## config.mk

```make
export PLATFORM = sky130hd
export DESIGN_NAME = alu_result_stage
export DESIGN_NICKNAME = d
export VERILOG_FILES = /design/src/rtl/alu_pkg.sv /design/src/rtl/alu_result_stage_skid.sv /design/src/rtl/alu_result_stage.sv
export SDC_FILE = /design/constraint.sdc
export NUM_CORES = 1
export LEC_CHECK = 0
export BUFFER_PORTS_ARGS = -buffer_cell sky130_fd_sc_hd__buf_4
export CORE_UTILIZATION = 30
export CTS_CLUSTER_DIAMETER = 60
export DETAILED_ROUTE_END_ITERATION = 12
export SETUP_SLACK_MARGIN = 0.3
export SYNTH_ARGS = -nofsm -noshare
export SYNTH_HDL_FRONTEND = slang
export SYNTH_SLANG_ARGS = --single-unit
```

## constraint.sdc

```tcl
create_clock -name clk -period 4.4 [get_ports clk]
set_clock_uncertainty 0.2 [all_clocks]
set_input_delay 1.32 -clock clk [delete_from_list [all_inputs] [get_ports clk]]
set_output_delay 1.32 -clock clk [all_outputs]
set_load 0.01 [all_outputs]
```

## src/rtl/alu_pkg.sv

```systemverilog
// Shared definitions for the ALU result stage: default widths, ALU control
// codes, the payload carried across the EX/MEM boundary and skid states.
package alu_pkg;

  localparam int ALU_DATA_W = 32;
  localparam int ALU_REG_AW = 5;

  typedef enum logic [2:0] {
    ALU_AND = 3'd0,
    ALU_OR  = 3'd1,
    ALU_ADD = 3'd2,
    ALU_XOR = 3'd3,
    ALU_SLL = 3'd4,
    ALU_SRL = 3'd5,
    ALU_SUB = 3'd6,
    ALU_SRA = 3'd7
  } alu_ctrl_t;

  // Everything the memory/writeback stage needs from one executed instruction.
  // branch_taken and reg_write are resolved before capture, so they are stored.
  typedef struct packed {
    logic [ALU_DATA_W-1:0] result;
    logic [ALU_REG_AW-1:0] rd;
    logic                  reg_write;
    logic                  branch_taken;
    logic [ALU_DATA_W-1:0] target;
  } ex_payload_t;

  // Occupancy of the two-entry skid buffer.
  typedef enum logic [1:0] {
    SKID_EMPTY = 2'd0,
    SKID_ONE   = 2'd1,
    SKID_FULL  = 2'd2
  } skid_state_t;

endpackage

```

## src/rtl/alu_result_stage_skid.sv

```systemverilog
// Two-entry skid buffer (main + skid). Upstream ready is a flop, so it never
// depends combinationally on out_ready. Flush empties both entries but keeps
// the data registers, so out_data holds its last value.
module skid_buffer
  import alu_pkg::*;
#(
  parameter int WIDTH = 8
) (
  input  logic             clk,
  input  logic             rst,
  input  logic             flush,
  input  logic             in_valid,
  output logic             in_ready,
  input  logic [WIDTH-1:0] in_data,
  output logic             out_valid,
  input  logic             out_ready,
  output logic [WIDTH-1:0] out_data
);

  skid_state_t      state_q;
  skid_state_t      state_d;
  logic             in_ready_q;
  logic [WIDTH-1:0] main_q;
  logic [WIDTH-1:0] skid_q;
  logic             in_xfer;
  logic             out_xfer;
  logic             load_main_in;
  logic             load_main_skid;
  logic             load_skid;

  assign out_valid = (state_q != SKID_EMPTY);
  assign in_ready  = in_ready_q;
  assign out_data  = main_q;
  assign in_xfer   = in_valid & in_ready_q;
  assign out_xfer  = out_valid & out_ready;

  // Next occupancy and which entry loads from where this cycle.
  always_comb begin
    // NOTE: every signal gets a default first, so no path leaves one unassigned and no latch is inferred.
    state_d        = state_q;
    load_main_in   = 1'b0;
    load_main_skid = 1'b0;
    load_skid      = 1'b0;
    if (flush) begin
      // Offered payload is discarded; a downstream handshake still completes.
      state_d = SKID_EMPTY;
    end else begin
      case (state_q)
        SKID_EMPTY: begin
          if (in_xfer) begin
            load_main_in = 1'b1;
            state_d      = SKID_ONE;
          end
        end
        SKID_ONE: begin
          if (in_xfer && out_xfer) begin
            load_main_in = 1'b1;
          end else if (in_xfer) begin
            load_skid = 1'b1;
            state_d   = SKID_FULL;
          end else if (out_xfer) begin
            state_d = SKID_EMPTY;
          end
        end
        SKID_FULL: begin
          if (out_xfer) begin
            load_main_skid = 1'b1;
            state_d        = SKID_ONE;
          end
        end
        default: state_d = SKID_EMPTY;
      endcase
    end
  end

  // Occupancy register; in_ready is precomputed from the next state.
  always_ff @(posedge clk) begin
    // NOTE: state flops use non-blocking assignment so every flop samples pre-edge values.
    if (rst) begin
      state_q    <= SKID_EMPTY;
      in_ready_q <= 1'b1;
    end else begin
      state_q    <= state_d;
      in_ready_q <= (state_d != SKID_FULL);
    end
  end

  // Payload entries; cleared only by reset so outputs never show X.
  always_ff @(posedge clk) begin
    // NOTE: the data entries are reset too, because out_data is observable while out_valid=0.
    if (rst) begin
      main_q <= '0;
      skid_q <= '0;
    end else begin
      if (load_main_in) begin
        main_q <= in_data;
      end else if (load_main_skid) begin
        main_q <= skid_q;
      end
      if (load_skid) begin
        skid_q <= in_data;
      end
    end
  end

endmodule

```

## src/rtl/alu_result_stage.sv

```systemverilog
// EX/MEM boundary register behind the ALU. Resolves BEQ/BNE at capture and
// hands one result per transfer downstream through a two-entry skid buffer.
// Optional operand forwarding outputs are enabled by defining ALU_FWD_EN.
// DATA_W/REG_AW must match the alu_pkg payload widths.
module alu_result_stage
  import alu_pkg::*;
#(
  parameter int DATA_W = ALU_DATA_W,
  parameter int REG_AW = ALU_REG_AW
) (
  input  logic              clk,
  input  logic              rst,
  input  logic              flush,
  input  logic              in_valid,
  output logic              in_ready,
  input  logic [DATA_W-1:0] in_result,
  input  logic              in_zero,
  input  logic [REG_AW-1:0] in_rd,
  input  logic              in_reg_write,
  input  logic              in_is_branch,
  input  logic              in_branch_ne,
  input  logic [DATA_W-1:0] in_target,
  output logic              out_valid,
  input  logic              out_ready,
  output logic [DATA_W-1:0] out_result,
  output logic [REG_AW-1:0] out_rd,
  output logic              out_reg_write,
  output logic              branch_taken,
  output logic [DATA_W-1:0] branch_target
`ifdef ALU_FWD_EN
  ,
  output logic              fwd_valid,
  output logic [REG_AW-1:0] fwd_rd,
  output logic [DATA_W-1:0] fwd_data
`endif
);

  ex_payload_t in_pl;
  ex_payload_t out_pl;

  // Branch resolution and write-enable masking on the incoming payload.
  always_comb begin
    in_pl.result       = in_result;
    in_pl.rd           = in_rd;
    in_pl.reg_write    = in_reg_write & ~in_is_branch;
    in_pl.branch_taken = in_is_branch & (in_zero ^ in_branch_ne);
    in_pl.target       = in_target;
  end

  skid_buffer #(
    .WIDTH($bits(ex_payload_t))
  ) u_skid (
    .clk      (clk),
    .rst      (rst),
    .flush    (flush),
    .in_valid (in_valid),
    .in_ready (in_ready),
    .in_data  (in_pl),
    .out_valid(out_valid),
    .out_ready(out_ready),
    .out_data (out_pl)
  );

  assign out_result    = out_pl.result;
  assign out_rd        = out_pl.rd;
  assign out_reg_write = out_pl.reg_write;
  assign branch_taken  = out_pl.branch_taken;
  assign branch_target = out_pl.target;

`ifdef ALU_FWD_EN
  // Bypass from the main entry into the ALU operands; x0 is never forwarded.
  always_comb begin
    fwd_valid = out_valid & out_pl.reg_write & (out_pl.rd != '0);
    fwd_rd    = out_pl.rd;
    fwd_data  = out_pl.result;
  end
`endif

endmodule

```

# Yosys cells after proc, flatten, opt, wreduce, memory -nomap -nowiden
# Index checks and enable logic that the tools add are counted.
dict set report totals {
  reg_bits 145
  input_bits 78
  out_inout_bits 73
}
dict set report classes {
  n_bitwise 6
  n_eq_ne 3
  muxes 19
  reduce_logical 4
}
# cell n
set op_table {}
lappend op_table {{71-bit 2-to-1 mux} 2}
lappend op_table {{2-bit 2-to-1 mux} 6}
lappend op_table {{1-bit 2-to-1 mux} 9}
lappend op_table {{2-bit case mux with 3 select lines} 1}
lappend op_table {{1-bit bitwise AND} 4}
lappend op_table {{2-bit nonzero test} 2}
lappend op_table {{2-bit by 1-bit == test with 1-bit output, second input constant} 1}
lappend op_table {{2-bit == test, second input constant} 1}
lappend op_table {{2-bit logical NOT} 1}
lappend op_table {{2-bit inequality test, second input constant} 1}
lappend op_table {{1-bit case mux with 2 select lines} 1}
lappend op_table {{1-bit logical AND} 1}
lappend op_table {{1-bit inverter} 1}
lappend op_table {{1-bit XOR} 1}

# Logic depth before layout (Yosys ltp)
# Gate-level depths: netlist of the first run.
dict set report logic_depth {
  depth_word 8
  ltp_mapped 7
}

# Modules after synthesis
# A second synthesis of the first run with hierarchy kept.
dict set report hier_totals {
  hier_cells 723
  area_unflattened_um2 6084.6
}
# mod cells_per_inst seq_area_each_um2 area_per_inst_um2 instances
set by_module_without_submodules {}
lappend by_module_without_submodules {skid_buffer 720 2902.8 6063.3 1}
lappend by_module_without_submodules {alu_result_stage 3 0.0 21.3 1}

# Least setup slack after synthesis of the first run
# Ideal clock, no wire load.
dict set report synth_timing {
  path_type {input to register}
  from {input in_valid}
  to {register u_skid.main_q[51], in the netlist u_skid.out_data[51]}
  arrival_ns 2.508
  cell_stages 7
  path_slack_ns 1.545
  cell_sequence {nand2_1 or4b_1 clkbuf_1 buf_6 buf_2 nor2_1 a311oi_2}
}
dict set report synth_via {
  elab_chain_cells 6
  elab_cells_between_ends 8
  cone_classes {5 x mux; 1 x bitwise; 2 x reduce/logical}
}
# item line_no
set synth_rtl {}
lappend synth_rtl {{start, declared} alu_result_stage.sv:14} ;# input logic in_valid,
lappend synth_rtl {{1-bit bitwise AND *} alu_result_stage_skid.sv:34} ;# assign in_xfer = in_valid & in_ready_q;
lappend synth_rtl {{1-bit logical AND} alu_result_stage_skid.sv:56} ;# if (in_xfer && out_xfer) begin
lappend synth_rtl {{1-bit 2-to-1 mux} alu_result_stage_skid.sv:56}
lappend synth_rtl {{1-bit case mux with 2 select lines *} alu_result_stage_skid.sv:48} ;# case (state_q)
lappend synth_rtl {{1-bit 2-to-1 mux *} alu_result_stage_skid.sv:44} ;# if (flush) begin
lappend synth_rtl {{71-bit 2-to-1 mux or 2-bit nonzero test (tied branches)} n/a}
lappend synth_rtl {{end signal, assigned} alu_result_stage_skid.sv:96} ;# main_q <= in_data;
lappend synth_rtl {{end signal, assigned} alu_result_stage_skid.sv:98} ;# main_q <= skid_q;
lappend synth_rtl {{end, declared} alu_result_stage_skid.sv:23} ;# logic [WIDTH-1:0] main_q;
# Every way passes the cells marked *; elsewhere a longest branch is shown, timed or not.
# A chain may end at the register's enable or synchronous reset.

# Final worst setup path of the first run
dict set report layout_timing {
  from {input out_ready}
  to {register u_skid.skid_q[70]}
}
dict set report layout_via {
  elab_chain_cells 5
}
# item line_no
set layout_rtl {}
lappend layout_rtl {{start, declared} alu_result_stage.sv:24} ;# input logic out_ready,
lappend layout_rtl {{1-bit bitwise AND} alu_result_stage_skid.sv:35} ;# assign out_xfer = out_valid & out_ready;
lappend layout_rtl {{1-bit logical AND} alu_result_stage_skid.sv:56}
lappend layout_rtl {{1-bit 2-to-1 mux} alu_result_stage_skid.sv:56}
lappend layout_rtl {{1-bit 2-to-1 mux} alu_result_stage_skid.sv:48}
lappend layout_rtl {{1-bit 2-to-1 mux} alu_result_stage_skid.sv:44}
lappend layout_rtl {{end signal, assigned} alu_result_stage_skid.sv:101} ;# skid_q <= in_data;
lappend layout_rtl {{end, declared} alu_result_stage_skid.sv:24} ;# logic [WIDTH-1:0] skid_q;
# Every way passes these cells.

==> results by stage, run 1 <==
Status:
- The run finished with clean final reports.

Synthesis:
- By area, the combinational part of the netlist is dominated by compound AO/OA/AOI/OAI gates.
- Summing the sequential cell areas from Yosys gives 47.7% of the chip area.
- Summed over its instances, the top area cell type makes up 47.7% of the synthesized netlist area.
- The synthesized netlist devotes 23.8% of its cell area to compound gates.
- The most used flip-flop cell after synthesis is sky130_fd_sc_hd__dfxtp_1.
- The cell taking the most area after synthesis is sky130_fd_sc_hd__dfxtp_1.
- The count of warnings emitted by yosys is 0.
- After technology mapping, the gate count stands at 724.
- When the netlist entered floorplanning its net count stood at 802.
- The xor and xnor fraction of the mapped netlist area is 0.144%.
- The commonest cells after synthesis are 284 x sky130_fd_sc_hd__nand2_1, 145 x sky130_fd_sc_hd__dfxtp_1, 74 x sky130_fd_sc_hd__a21oi_1, 72 x sky130_fd_sc_hd__nor2_1, 70 x sky130_fd_sc_hd__a311oi_2.
- The most instantiated library cell after synthesis is sky130_fd_sc_hd__nand2_1.
- Ranked by total cell area, the synthesized netlist is headed by sky130_fd_sc_hd__dfxtp_1 48%, sky130_fd_sc_hd__nand2_1 18%, sky130_fd_sc_hd__a311oi_2 17%.
- Of the post-synthesis cell area, the part taken by muxes is 0%.
- The mapped netlist covers 0.00609 mm².
- Counting flops with a built-in enable in the synthesized netlist gives 0.
- Yosys mapped the design onto 24 distinct sky130hd cell types.
- In the synthesized netlist the async set-or-reset flop fraction comes to 0%.
- The adder-cell area share of the yosys netlist is 0%.
- The post-synthesis register bit count is 145.
- Dividing the synthesized area by the synthesized cell count gives 8.41 µm².
- The simple-gate share of the synthesized area is 23.5%.

CTS:
- The post-CTS setup buffer count is 0.
- The tree is rooted in a sky130_fd_sc_hd__clkbuf_16.
- The count of hold-fix buffers inserted at cts is 0.
- After clock tree synthesis, the clock-pin slew on the worst setup and hold paths is 0.06 ns.
- The total of cells resized after clock tree synthesis is 0.
- The clock net sink count is 145.
- The longest clock path from root to sink contains 2 buffers.
- At the later pin of the worst-skew pair, clock insertion delay measures 0.41 ns.
- The H-tree depth reported by CTS is 4.
- The TritonCTS clock tree is built.
- The number of CTS-inserted buffers is 17.

Power:
- The cell-internal power is 2.58 mW.
- Of the total power, the share spent switching nets is 22.8%.
- The worst-case IR drop observed on VDD is 0.248 mV.
- The analysis attributes to cell leakage a power of 2.95 nW.
- The share of total power dissipated in the clock network is 48.2%.
- Summed over all nets, the switching power comes to 762 µW.
- The power share of the combinational group is 10.0%.
- In this run the power density over the cells is 416 mW/mm².
- Per report_power, the sequential group accounts for 41.8% of the total.

Timing:
- The tightest slew margin relative to the limit is 28.6%.
- The number of setup violations in the final report is 0.
- The hold violation count in the final report was 0.
- Adding up every negative setup slack in the final design gives 0 ns.
- The maximum operating frequency is 323 MHz.
- Setup repair after global routing left no endpoint under its margin.
- For the pin with the worst max-slew slack, the measured transition is 1.07 ns.
- The clock period could shrink to 3.10 ns.
- The final critical path takes up 70.5% of the cycle.
- The max-slew violation count is 0.

Final layout:
- The post-route netlist has 31.3% of its cells at a drive strength greater than 1.
- With fillers left out, the area of the finished cells amounts to 0.00803 mm².
- The repair_antennas step left the layout with diodes totalling 0.
- Relative to the synthesized area, the layout overhead comes to 32.0%.
- The filler cells instantiated in the layout total 2042.
- The net count of the finished layout is 921.

Route:
- The number of search-and-repair iterations in the first detailed-routing pass is 4.
- The via count of the routed design is 5335.
- The via density per instance is 4.76.
- The detailed router's first-iteration violation count is 287.
- The detailed-route wire length per cell is 14.2 µm.
- The residual DRC count is 0.
- The routed wire length is 15900 µm.
- The number of routed nets with antenna violations is 0.

Worst setup path:
- Walking the worst path, the cells encountered are buf_4 > nand2b_2 > or4_2 > buf_12 > nand2_1 > a21oi_1.
- Data arrives at the worst endpoint at 3.14 ns.
- STA classifies the critical path endpoint as a flop.
- The worst register-to-register path has a depth of 5.
- The master of the slowest instance on the critical path is sky130_fd_sc_hd__or4_2.
- At the worst endpoint, the required time is 4.44 ns.
- In this run the worst path has a maximum fanout of 48.
- The category of the worst setup path launch point is a primary input.
- For this run, the slowest stage of the critical path takes 0.95 ns.
- The critical path class is in -> reg.

Global route:
- The global-route wire length before repair is 25700 µm.
- Summed over all layers, the global routing overflow is 0.
- The number of antenna violations at the first check in global routing came to 0.
- Global routing used 15.9% of the available tracks across all layers.
- The via count of the first global-routing pass is 5095.
- The maximum number of pins on one net before global-route repair is 110.

Place:
- The final weighted congestion of routability-driven global placement is 0.708.
- The number of buffer cells added on primary ports is 150.
- Summing all placed instances gives a cell area of 0.00738 mm².
- The HPWL after detailed placement is 9680 µm.

Floorplan:
- In this run the horizontal extent of the chip is 144 µm.
- From bottom edge to top edge, the die measures 144 µm.
- Pin placement for this block handled 151 I/O pins.
- The total area inside the core boundary comes to 0.0197 mm².
- The die covers 0.0209 mm².
- The starting density of the core is 31.0%.
- The number of rows in the core area is 51.

Run:
- The max capacitance violation total is 0.

Hold path:
- The path class of the tightest hold or removal check is reg -> reg.
- The worst hold path was traced through 2 stages.
## critical path: cells and delay by family
family,cells,cell delay (ns)
compound gates,1,0.07
buf+inv,2,0.44
simple gates,3,1.26
## registers in the layout (all words and copies together) (netlist names)
| signal | count |
|---|---|
| u_skid.skid_q | 71 |
| u_skid.out_data | 71 |
| u_skid.in_ready | 1 |
| u_skid.state_q | 2 |
## placed cells by master (no fill, tap or decap), drive strengths merged
cell	n
o21bai	1
nand3	1
or4b	1
xor2	1
a311oi	71
buf	162
bufinv	5
nand3b	1
dfxtp	145
clkbuf	21
nand2b	1
and3b	1
a211oi	1
nor4	2
or2	1
clkinv	4
clkinvlp	1
nor2b	2
o21ai	1
nand2	284
a21oi	74
or4	2
nor2	72
## cell type report
class	count	area [µm²]	share of cell area, %
Sequential cell	145	2900	36.1
Clock buffer	21	470	5.86
Multi-Input combinational cell	517	2900	36.1
Timing Repair Buffer	162	1240	15.5
Tap cell	265	332	4.13
Clock inverter	10	181	2.26
## power by group through the flow
stage | combinational (mW) | sequential [mW] | clock [mW]
4_1_cts | 0.339 | 1.40 | 1.64
5_1_grt | 0.367 | 1.40 | 1.71
3_3_place_gp | 0.336 | 1.42 | 0
6_report | 0.335 | 1.40 | 1.61
2_1_floorplan | 0.159 | 1.44 | 0
3_5_place_dp | 0.338 | 1.42 | 0
## routing by layer
metal / up-vias / GRT usage [%] / wire length, µm
met5: - / 0 / 0
met1: 2518 / 19.8 / 7460
met4: 0 / 5.65 / 193
met3: 14 / 4.57 / 912
li1: 2674 / - / -
met2: 129 / 26.2 / 7370
## per-stage QoR
stage	power [mW]	std cells	worst slack, ns	hold WS [ns]	utilization (%)
6_report	3.34	1120	1.30	0.254	40.9
2_1_floorplan	1.60	724	1.54	0.237	-
3_5_place_dp	1.76	1089	0.858	0.247	37.6
3_3_place_gp	1.76	1089	0.882	0.242	37.6
4_1_cts	3.38	1120	1.30	0.255	40.9
5_1_grt	3.48	1120	1.15	0.269	40.9
## final timing paths
path	slack (ns)	to	start
worst min-delay path	0.25	u_skid.skid_q[17]	u_skid.skid_q[17]
worst max register to register	2.01	u_skid.out_data[59]	u_skid.in_ready
worst min register to register	0.25	u_skid.skid_q[17]	u_skid.skid_q[17]
worst max-delay path	1.30	u_skid.skid_q[70]	out_ready
## cell families (layout without fill, tap and decap cells)
group / Yosys count / count (layout)
flip-flops: 145 / 145
buffers and inverters: 62 / 193
AO/OA/AOI/OAI: 148 / 148
XOR/XNOR: 1 / 1
AND/OR/NAND/NOR: 368 / 368
Power figures use the tool's default switching activity.
==> run 2: changes to the inputs <==
--- a/config.mk
+++ b/config.mk
@@ -5,6 +5,7 @@
 export SDC_FILE = /design/constraint.sdc
 export NUM_CORES = 1
 export LEC_CHECK = 0
+export ABC_AREA = 1
 export BUFFER_PORTS_ARGS = -buffer_cell sky130_fd_sc_hd__buf_4
 export CORE_UTILIZATION = 30
 export CTS_CLUSTER_DIAMETER = 60
==> constraint.sdc (replaced) <==
create_clock -name clk -period 2.9 [get_ports clk]
set_clock_uncertainty 0.2 [all_clocks]
set_input_delay 0.87 -clock clk [delete_from_list [all_inputs] [get_ports clk]]
set_output_delay 0.87 -clock clk [all_outputs]
set_load 0.01 [all_outputs]
==> run 2 against run 1 <==
  * Register-to-register slack worse by 1.1 ns
  * Critical path depth down 3
  * Total power up 53%
  * Clock power up 50%
  * Highest routed layer unchanged
  * Die area up 5.1%
  * Core utilization down 0.56 points
  * Non-clock buffer count up 9
==> results by stage, run 2 <==
Status:
- Outcome: finished, final reports clean (unchanged).

Route:
- The routed wire length is 18600 µm (was 15900 µm).
- The residual DRC count is 0 (unchanged).
- The number of search-and-repair iterations in the first detailed-routing pass came to 5 (was 4).
- The number of routed nets with antenna violations is 0 (unchanged).
- The detailed router's first-iteration violation count is 379 (was 287).
- The via density per instance is 4.60 (was 4.76).
- The detailed-route wire length per cell came to 13.6 µm (was 14.2 µm).
- The via count of the routed design came to 6286 (was 5335).

CTS:
- The largest buffer count on any clock path came to 2 (unchanged).
- The cell at the root of the clock tree is sky130_fd_sc_hd__clkbuf_16 (unchanged).
- The number of CTS-inserted buffers is 17 (unchanged).
- The H-tree depth reported by CTS is 4 (unchanged).
- The clock latency reported for the late side of the worst-skew pair was 0.42 ns (was 0.41 ns).
- The clock transition at the register clock pins on the worst setup and hold paths after CTS was 0.06 ns (about the same).
- The TritonCTS clock tree is built (unchanged).
- The total of cells resized after clock tree synthesis is 0 (unchanged).
- The post-CTS setup buffer count is 0 (unchanged).
- The clock net sink count is 145 (unchanged).
- The count of hold-fix buffers inserted at cts is 0 (unchanged).

Synthesis:
- The share of the yosys chip area belonging to registers is 45.4% (was 47.7%).
- The count of unique library cells instantiated by Yosys is 20 (was 24).
- The most instantiated library cell after synthesis is sky130_fd_sc_hd__nand2_1 (unchanged).
- The synthesized cell area is 0.00640 mm² (was 0.00609 mm²).
- The per-instance average area after synthesis is 6.65 µm² (was 8.41 µm²).
- Synth cell count leaders: 222 x sky130_fd_sc_hd__nand2_1, 146 x sky130_fd_sc_hd__nand3_1, 145 x sky130_fd_sc_hd__dfxtp_1, 142 x sky130_fd_sc_hd__nor2_1, 79 x sky130_fd_sc_hd__inv_1 (was 284 x sky130_fd_sc_hd__nand2_1, 145 x sky130_fd_sc_hd__dfxtp_1, 74 x sky130_fd_sc_hd__a21oi_1, 72 x sky130_fd_sc_hd__nor2_1, 70 x sky130_fd_sc_hd__a311oi_2).
- The net count of the mapped netlist is 1040 (was 802).
- The share of flip-flops with an asynchronous set or reset after synthesis is 0% (unchanged).
- The area share of the largest cell type after synthesis came to 45.4% (was 47.7%).
- The post-synthesis register bit count was 145 (unchanged).
- The count of warnings emitted by yosys was 0 (unchanged).
- Synth top area cells: sky130_fd_sc_hd__dfxtp_1 45%, sky130_fd_sc_hd__nand2_1 13%, sky130_fd_sc_hd__nand3_1 11% (was sky130_fd_sc_hd__dfxtp_1 48%, sky130_fd_sc_hd__nand2_1 18%, sky130_fd_sc_hd__a311oi_2 17%).
- The number of flops mapped to enable cells by yosys is 0 (unchanged).
- The dominant register cell in the synthesized netlist is sky130_fd_sc_hd__dfxtp_1 (unchanged).
- The post-synthesis instance total is 962 (was 724).
- The cell taking the most area after synthesis was sky130_fd_sc_hd__dfxtp_1 (unchanged).

Place:
- The setup slack at placement is 0.434 ns (was 0.858 ns).
- The half-perimeter wire length of the detailed placement result was 11700 µm (was 9680 µm).
- The final weighted congestion of routability-driven global placement was 0.732 (was 0.708).
- The number of buffer cells added on primary ports is 150 (unchanged).

Power:
- The leakage power summed over all cells is 4.13 nW (was 2.95 nW).
- The sequential power share was 41.7% (was 41.8%).
- The worst-case vdd ir drop is 0.340 mV (was 0.248 mV).
- The cell-internal power is 3.87 mW (was 2.58 mW).
- The power share of the combinational group is 11.2% (was 10.0%).
- The share of total power consumed by net switching is 24.3% (was 22.8%).
- The clock power share came to 47.0% (was 48.2%).
- The power spent charging and discharging nets was 1.24 mW (was 762 µW).
- The power density over cell area is 605 mW/mm² (was 416 mW/mm²).

Final layout:
- The number of nets in the layout is 1157 (was 921).
- The area growth from synthesis to layout is 32.0% (about the same).
- Top library cells by usage in the layout, fill and taps aside: 222 x sky130_fd_sc_hd__nand2_1, 166 x sky130_fd_sc_hd__buf_4, 146 x sky130_fd_sc_hd__nand3_1 (was 284 x sky130_fd_sc_hd__nand2_1, 159 x sky130_fd_sc_hd__buf_4, 145 x sky130_fd_sc_hd__dfxtp_1).
- The fraction of layout cells with a size suffix above 1 came to 19.2% (was 31.3%).
- The area taken by multi-input logic gates came to 0.00291 mm² (was 0.00290 mm²).
- The number of diodes added for antenna fixing is 0 (unchanged).
- The total of fill cells in the finished design is 2259 (was 2042).
- The flip-flop and latch area came to 0.00290 mm² (unchanged).
- The commonest non-fill, non-tap cell in the layout is sky130_fd_sc_hd__nand2_1 (unchanged).

Floorplan:
- The starting density of the core came to 30.5% (was 31.0%).
- The number of rows in the core area is 53 (was 51).
- The overall die area was 0.0219 mm² (was 0.0209 mm²).
- The width of the die is 148 µm (was 144 µm).
- The area of the core region is 0.0210 mm² (was 0.0197 mm²).
- The total I/O pin count was 151 (unchanged).
- The height of the die came to 148 µm (was 144 µm).

Timing:
- The maximum operating frequency is 421 MHz.
- The final setup TNS came to 0 ns (unchanged).
- The tightest slew margin relative to the limit was 65.7% (was 28.6%).
- The slew at the pin closest to its max-slew limit was 0.513 ns (was 1.07 ns).
- Unrepaired setup endpoints after global routing: no (unchanged).
- The post-route minimum period is 2.38 ns.
- The final period utilization is 81.9%.
- The setup slack after layout came to 0.524 ns (was 1.30 ns).
- The number of setup violations in the final report is 0 (unchanged).
- The hold violation count in the final report is 0 (unchanged).
- The max-slew violation count came to 0 (unchanged).

Worst setup path:
- The logic depth of the worst register-to-register path is 6 (was 5).
- The category of the worst setup path launch point was a flop (was primary input).
- The signal arrival time at the worst endpoint was 1.31 ns (was 3.14 ns).
- Ordered list of cells on the worst path: inv_1 > nand2_1 > buf_4 (was buf_4 > nand2b_2 > or4_2 > buf_12 > nand2_1 > a21oi_1).
- The kind of cell adding the most delay to the critical path is flip-flops (was simple AND/OR/NAND/NOR gates).
- The required time of the worst setup path is 1.83 ns (was 4.44 ns).
- The critical path class was reg -> out (was in -> reg).
- The capture instance of the worst register-to-register path is u_skid.out_data[64] (was u_skid.out_data[59]).
- The master of the slowest instance on the critical path was sky130_fd_sc_hd__dfxtp_1 (was sky130_fd_sc_hd__or4_2).
- The number of buffer and inverter instances along the worst setup path came to 2 (unchanged).
- The endpoint type of the worst setup path is an output pin (was flop).
- The largest stage delay on the critical path is 0.51 ns (was 0.95 ns).
- The maximum fanout along the worst path is 6 (was 48).
- The startpoint of the most critical register-to-register path is u_skid.state_q[0] (was u_skid.in_ready).
- The setup slack of the most critical reg-to-reg path is 0.95 ns (was 2.01 ns).

Hold path:
- The worst min-delay path category was reg -> reg (unchanged).
- The origin of the worst min-delay path is u_skid.out_data[29] (was u_skid.skid_q[17]).
- The worst hold path depth is 2 (unchanged).
- The worst-case hold path end point is u_skid.out_data[29] (was u_skid.skid_q[17]).

Global route:
- The met3 capacity usage during global routing is 4.36% (was 4.57%).
- The met2 layer usage reported by global route came to 28.7% (was 26.2%).
- The total global routing track utilization is 17.2% (was 15.9%).
- The most congested layer reported by global routing is met2 (unchanged).
- The number of antenna violations at the first check in global routing is 0 (unchanged).
- The maximum number of pins on one net before global-route repair is 78 (was 110).
- The overall overflow remaining after global route is 0 (unchanged).
- The global-route wire length before repair was 29600 µm (was 25700 µm).
- The via count of the first global-routing pass was 5636 (was 5095).
- The routing usage on met1 is 21.3% (was 19.8%).

Run:
- The max capacitance violation total is 0 (unchanged).
run 2: how the worst max path moves through the flow:
| stage | start | endpoint | cells past startpoint |
|---|---|---|---|
| after floorplan | in_valid | u_skid.out_data[61] | 8 |
| after global placement | out_ready | u_skid.out_data[47] | 8 |
| after detailed placement | out_ready | u_skid.out_data[47] | 8 |
| after CTS | u_skid.state_q[0] | out_valid | 3 |
| after global routing | u_skid.state_q[0] | out_valid | 3 |
| final | u_skid.state_q[0] | out_valid | 3 |
run 2: power by group through the flow:
stage | logic [mW] | registers, mW | clock network (mW)
finish | 0.574 | 2.13 | 2.41
global route | 0.637 | 2.15 | 2.56
CTS | 0.580 | 2.14 | 2.45
detailed placement | 0.579 | 2.18 | 0
global placement | 0.575 | 2.18 | 0
floorplan | 0.262 | 2.20 | 0
run 2: tightest hold or removal path, cell delays in order, from the launching register on:
cell	delay, ns
sky130_fd_sc_hd__dfxtp_1	0.31
sky130_fd_sc_hd__nand3_1	0.07
sky130_fd_sc_hd__a21oi_1	0.06
run 2: through the flow:
stage	instance area, µm²	util (%)	std cells	hold slack [ns]	power, mW
after floorplan	6400	-	962	0.255	2.46
after global placement	7810	37.3	1335	0.271	2.75
after detailed placement	7810	37.3	1335	0.277	2.76
after CTS	8450	40.3	1367	0.286	5.17
after global routing	8450	40.3	1367	0.303	5.35
final	8450	40.3	1367	0.284	5.11
run 2: kinds of logic (layout without fill, tap and decap cells):
family | after synthesis | in the layout | share of synthesized area (%)
simple gates | 516 | 516 | 33.6
buf+inv | 154 | 284 | 9.42
compound gates | 147 | 147 | 11.6
flops | 145 | 145 | 45.4
run 2: layer usage:
| layer | vias to the layer above | share of wire, % |
|---|---|---|
| li1 | 3292 | - |
| met1 | 2830 | 45 |
| met2 | 142 | 48 |
| met3 | 22 | 4.8 |
| met4 | 0 | 1.7 |
| met5 | - | 0 |
run 2: final cells by class:
type,instances,share of cell area [%]
multi-input cells,663,34.4
flip-flops and latches,145,34.4
repair buffers,171,15.9
clock buffers,18,5.08
well taps,275,4.07
inverters,81,3.60
clock inverters,14,2.50
